**config.mk**
```make
export PLATFORM = sky130hd
export DESIGN_NAME = unitate_pc
export DESIGN_NICKNAME = d
export VERILOG_FILES = /design/src/rtl/unitate_pc.sv
export SDC_FILE = /design/constraint.sdc
export NUM_CORES = 1
export LEC_CHECK = 0
export CAP_MARGIN = 20
export CORE_UTILIZATION = 45
export DETAILED_ROUTE_END_ITERATION = 16
export PLACE_DENSITY = 0.85
export SYNTH_ARGS = -nofsm -noshare
export SYNTH_HDL_FRONTEND = slang
export SYNTH_SLANG_ARGS = --single-unit
```
**constraint.sdc**
```tcl
create_clock -name clk -period 4.69 [get_ports clk]
set_input_delay 0.469 -clock clk [delete_from_list [all_inputs] [get_ports clk]]
set_output_delay 0.469 -clock clk [all_outputs]
set_load 0.1 [all_outputs]
```
**src/rtl/unitate_pc.sv**
```systemverilog
// unitate_pc -- program-counter unit for the RISC-8 core.
// Holds the architectural PC and computes the next fetch address from
// jump / conditional branch / call / return requests, with stall support.
// Optional feature macro: PC_RAS_EN. When defined, a circular return-address
// stack (RAS) backs call/ret and drives the ras_* status outputs. When not
// defined, call behaves as jump, ret is ignored and the ras_* outputs are
// tied to their idle values.

module unitate_pc #(
  parameter int PC_W      = 8,
  parameter int RAS_DEPTH = 4,
  parameter int RESET_PC  = 0
) (
  input  logic                               clk,
  input  logic                               rst_n,
  input  logic                               stall,
  input  logic                               jump,
  input  logic                               branch,
  input  logic [1:0]                         br_mode,
  input  logic                               alu_zero,
  input  logic                               alu_neg,
  input  logic                               call,
  input  logic                               ret,
  input  logic [PC_W-1:0]                    immediate,
  output logic [PC_W-1:0]                    pc,
  output logic [PC_W-1:0]                    next_pc,
  output logic [$clog2(RAS_DEPTH+1)-1:0]     ras_count,
  output logic                               ras_full,
  output logic                               ras_empty,
  output logic                               ras_err
);

  localparam int CNT_W = $clog2(RAS_DEPTH + 1);

  // Branch condition decode: EQ, NE, LT, always.
  function automatic logic branch_cond(input logic [1:0] mode,
                                       input logic       zero,
                                       input logic       neg);
    logic taken;
    case (mode)
      2'b00:   taken = zero;
      2'b01:   taken = ~zero;
      2'b10:   taken = neg;
      2'b11:   taken = 1'b1;
      default: taken = 1'b0;
    endcase
    return taken;
  endfunction

  logic [PC_W-1:0] r_pc;
  logic [PC_W-1:0] w_pc_inc;
  logic [PC_W-1:0] w_pc_branch;
  logic [PC_W-1:0] w_next_pc;
  logic            w_br_taken;
  logic            w_ret_sel;
  logic [PC_W-1:0] w_ras_top;
  logic            w_ras_empty;

  // Sequential and relative targets; additions wrap modulo 2^PC_W, and the
  // two's-complement offset needs no special handling under that arithmetic.
  assign w_pc_inc    = r_pc + {{(PC_W-1){1'b0}}, 1'b1};
  assign w_pc_branch = r_pc + immediate;
  assign w_br_taken  = branch & branch_cond(br_mode, alu_zero, alu_neg);

`ifdef PC_RAS_EN
  localparam int PTR_W = (RAS_DEPTH > 1) ? $clog2(RAS_DEPTH) : 1;

  // Circular pointer step forward, wrapping at RAS_DEPTH-1 (depth need not
  // be a power of two).
  function automatic logic [PTR_W-1:0] ptr_inc(input logic [PTR_W-1:0] p);
    logic [PTR_W-1:0] q;
    if (p == PTR_W'(RAS_DEPTH - 1)) begin
      q = {PTR_W{1'b0}};
    end else begin
      q = p + PTR_W'(1);
    end
    return q;
  endfunction

  // Circular pointer step backward, wrapping at zero.
  function automatic logic [PTR_W-1:0] ptr_dec(input logic [PTR_W-1:0] p);
    logic [PTR_W-1:0] q;
    if (p == {PTR_W{1'b0}}) begin
      q = PTR_W'(RAS_DEPTH - 1);
    end else begin
      q = p - PTR_W'(1);
    end
    return q;
  endfunction

  // r_wr_ptr is the slot the next push writes. When the stack is full that
  // slot holds the oldest entry, so an overflowing push overwrites it with no
  // extra bookkeeping.
  logic [PC_W-1:0]  r_ras [RAS_DEPTH];
  logic [PTR_W-1:0] r_wr_ptr;
  logic [CNT_W-1:0] r_count;
  logic             r_err;
  logic             w_ras_full;
  logic             w_push;

  assign w_ras_empty = (r_count == {CNT_W{1'b0}});
  assign w_ras_full  = (r_count == CNT_W'(RAS_DEPTH));
  assign w_ras_top   = r_ras[ptr_dec(r_wr_ptr)];
  assign w_ret_sel   = ret;
  // ret outranks call, so a simultaneous call never pushes.
  assign w_push      = ~stall & call & ~ret;

  // RAS storage: contents are don't-care after reset, so no reset here.
  always_ff @(posedge clk) begin
    if (w_push) begin
      r_ras[r_wr_ptr] <= w_pc_inc;
    end
  end

  // RAS pointer, occupancy and sticky error flag (cleared only by reset).
  always_ff @(posedge clk or negedge rst_n) begin
    if (!rst_n) begin
      r_wr_ptr <= {PTR_W{1'b0}};
      r_count  <= {CNT_W{1'b0}};
      r_err    <= 1'b0;
    end else if (!stall) begin
      if (ret) begin
        if (!w_ras_empty) begin
          r_wr_ptr <= ptr_dec(r_wr_ptr);
          r_count  <= r_count - CNT_W'(1);
        end
        if (w_ras_empty || call) begin
          r_err <= 1'b1;
        end
      end else if (call) begin
        r_wr_ptr <= ptr_inc(r_wr_ptr);
        if (w_ras_full) begin
          r_err <= 1'b1;
        end else begin
          r_count <= r_count + CNT_W'(1);
        end
      end
    end
  end

  assign ras_count = r_count;
  assign ras_full  = w_ras_full;
  assign ras_empty = w_ras_empty;
  assign ras_err   = r_err;
`else
  logic w_unused_ret;

  // Without a stack, ret has no effect on the PC at all.
  assign w_unused_ret = ret;
  assign w_ret_sel    = 1'b0;
  assign w_ras_top    = w_pc_inc;
  assign w_ras_empty  = 1'b1;

  assign ras_count = {CNT_W{1'b0}};
  assign ras_full  = 1'b0;
  assign ras_empty = 1'b1;
  assign ras_err   = 1'b0;
`endif

  // Next fetch address, first matching rule wins: ret, call, jump,
  // taken branch, sequential.
  always_comb begin
    w_next_pc = w_pc_inc;
    if (w_ret_sel) begin
      if (w_ras_empty) begin
        w_next_pc = w_pc_inc;
      end else begin
        w_next_pc = w_ras_top;
      end
    end else if (call || jump) begin
      w_next_pc = immediate;
    end else if (w_br_taken) begin
      w_next_pc = w_pc_branch;
    end else begin
      w_next_pc = w_pc_inc;
    end
  end

  // Architectural PC register; held while stalled.
  always_ff @(posedge clk or negedge rst_n) begin
    if (!rst_n) begin
      r_pc <= PC_W'(RESET_PC);
    end else if (!stall) begin
      r_pc <= w_next_pc;
    end
  end

  assign pc      = r_pc;
  assign next_pc = w_next_pc;

endmodule

```
==> metrics.md <==
| Metric | Value |
|---|---|
| Fillcell total | 169 |
| Yosys reg bits | 8 |
| Num CTS Buffers | 3 |
| Detailed-route via count | 917 |
| Post-synth top area cell | dfrtp_1 |
| FMAX | 265 MHz |
| Final period demand of the worst path | 3.78 ns |
| FF/Latch Area | 200 um^2 |
| CTS max path bufs | 2 |
| Share of layout cells above drive strength 1 | 13.9% |
| Final period utilization | 80.5% |
| Max reg flops | 8 |
| Core area | 1820 um^2 |
| Max Cap Viol | 0 |
| Largest cells by area after synthesis | dfrtp_1, ha_1, mux2_2 |
| Final hold violation count | 0 |
| # diodes | 0 |
| Rows | 15 |
| Die extent in y | 47.2 um |
| GRT Util Overall | 24.4% |
| First-pass GRT wire length | 3730 um |
| Placer congestion estimate | 0.834 |
| Largest net degree at the start of global routing | 18 |
| Flop pwr share | 19.0% |
| Initial antenna violation count | 0 |
| Detail Route Antenna Nets | 0 |
| Post-DP HPWL | 1720 um |
| Comb power frac | 69.5% |
| Clk root buf | clkbuf_4 |
| Int Pwr | 0.202 mW |
| Sw Ratio | 58.6% |
| Nets | 173 |
| Path type of the worst setup path | input port to output pin |
| Routed wire length | 2170 um |
| Synthesized area | 918 um^2 |
| Peak VDD IR | 305 uV |
| Synth cell count leaders | nand2_1, dfrtp_1, o21ai_0 |
| Top Ports | 41 |
| Cells after Synth | 115 |
| Most common cell in the synthesized netlist | nand2_1 |
| CTS tree | built |
| Worst setup SP type | input port |
| Post-CTS resize count | 0 |
| RSZ-0062 raised after global routing | false |
| CP max FO | 12 |
| Total negative slack | 0 ns |
| Die footprint | 2230 um^2 |
| Flop2flop setup slack | 2.69 ns |
| Top_reg_cell synth | dfrtp_1 |
| Total global routing overflow | 0 |
| Clk_lat worst skew | 0.26 ns |
| Post-synthesis sequential area ratio | 21.8% |
| Drt first pass iters | 6 |
| Hold WC Path Type | input port to async pin |
| Post-synth ARST share | 100% |
| Drc violations | 0 |
| Pwr Total | 0.488 mW |
| Slew Viols, Final | 0 |
| Clk pin slew, worst setup/hold paths | 0.06 ns |
| Worst slew pin tran | 0.988 ns |
| Synth unique cells | 39 |
| Leak pwr | 0.558 nW |
| DR vias/cell | 5.43 |
| Crit path DAT | 3.31 ns |
| Share of the synthesized area in the top cell type | 21.8% |
| Outcome | complete, no violations |
| Clk sinks | 8 |
| Worst setup EP type | output pin |
| Vias in the first global route | 893 |
| Final Util | 67.6% |
| WL/cell | 12.9 um |
| Effective utilization at floorplan | 50.4% |
| CTS H-tree lvls | 1 |
| Mean Syn Cell Area | 7.99 um^2 |
| Psw | 0.286 mW |
| Footprint of the multi-input gates | 651 um^2 |
| Cts hold-fix bufs | 0 |
| Chip width | 47.2 um |
| IO buf count | 33 |
| Layout Skew | 0.00415 ns |
| Iter 0 DRT Violations | 27 |
| Post-CTS setup buffers | 0 |
| Hold_ws | 0.506 ns |
| P per Cell Area | 397 nW/um^2 |
| EDFF count, synth | 0 |
| Yosys warnings | 0 |
| Relative slew margins | 33.9% |
| Clock Power Share | 11.5% |
| Worst Path Required | 4.22 ns |
| # setup viols final | 0 |
| Area grow syn2layout | 33.9% |
## worst paths after layout
path,from,cells past startpoint,to
max in group asynchronous,rst_n,1,pc[1]$_DFFE_PN0N_
setup reg to reg,pc[0]$_DFFE_PN0N_,8,pc[6]$_DFFE_PN0N_
setup / recovery,br_mode[0],13,next_pc[6]
hold / removal,rst_n,1,pc[3]$_DFFE_PN0N_
min in group clk,pc[3]$_DFFE_PN0N_,1,pc[3]$_DFFE_PN0N_
hold reg to reg,pc[3]$_DFFE_PN0N_,1,pc[3]$_DFFE_PN0N_
## metal layers
layer,vias to the layer above,share of wire (%),wire [um],track usage [%]
li1,455,-,-,-
met1,425,39,842,26.1
met2,37,54,1170,45.0
met3,0,7.4,161,8.08
met4,0,0,0,7.43
met5,-,0,0,0
## power groups by stage
| stage | Combinational, mW | Sequential (mW) | Clock (mW) |
|---|---|---|---|
| 6_report | 0.339 | 0.0928 | 0.0562 |
| 5_1_grt | 0.357 | 0.0945 | 0.0635 |
| 4_1_cts | 0.340 | 0.0929 | 0.0579 |
| 3_5_place_dp | 0.338 | 0.0941 | 0 |
| 3_3_place_gp | 0.333 | 0.0933 | 0 |
| 2_1_floorplan | 0.184 | 0.179 | 0 |
## cells by family after synthesis
logic type               Yosys count  synth area share, %
AO/OA/AOI/OAI                     30                 21.0
flip-flops                         8                 21.8
other                              2                0.818
buffers and inverters             15                 9.54
XOR/XNOR                           5                 4.77
multiplexers                       6                 7.22
AND/OR/NAND/NOR                   41                 23.2
adder cells (fa/ha/maj)            8                 11.7
## metrics by stage
stage,setup WS [ns],cell area (um^2),std cells
after CTS,0.908,1230,169
after global placement,1.00,1210,166
after floorplan,0.00449,938,119
final,0.913,1230,169
after detailed placement,0.923,1210,166
after global routing,0.732,1230,169
## cell usage in the layout, fill, tap and decap left out, drive strengths merged
master | synthesis | final
a211oi | 1 | 1
a21o | 1 | 1
a21oi | 7 | 7
a311oi | 1 | 1
a31oi | 2 | 2
and2 | 5 | 5
buf | 8 | 8
clkbuf | 3 | 3
clkdlybuf4s50 | 0 | 25
conb | 2 | 6
dfrtp | 8 | 8
fa | 1 | 1
ha | 7 | 7
inv | 4 | 4
mux2 | 5 | 5
mux2i | 1 | 1
nand2 | 15 | 15
nand2b | 3 | 3
nand3 | 2 | 2
nand3b | 1 | 1
nand4 | 1 | 1
nor2 | 5 | 5
nor2b | 3 | 3
nor3 | 2 | 2
nor3b | 2 | 2
o2111a | 1 | 1
o211ai | 1 | 1
o21a | 3 | 3
o21ai | 9 | 9
o221a | 1 | 1
o31a | 1 | 1
o31ai | 2 | 2
or2 | 1 | 1
or3 | 1 | 1
xnor2 | 1 | 1
xor2 | 4 | 4
## worst max-delay path, stage by stage
cell and delay [ns]:
clkdlybuf4s50_1 0.43, xor2_1 0.17, o221a_2 0.36, nand2b_1 0.11
ha_1 0.18, inv_1 0.06, fa_1 0.44, nor2b_4 0.14
o31a_1 0.16, o21a_1 0.18, nor3_1 0.07, o31ai_2 0.22
buf_4 0.32
## area by class of cell
class | count | area share [%]
multi-input combinational | 96 | 52.9
inverter | 4 | 1.22
tap | 25 | 2.54
timing repair buffer | 33 | 25.2
clock buffer | 3 | 1.83
sequential | 8 | 16.3
Note: power is estimated with default switching activity, not from simulation.
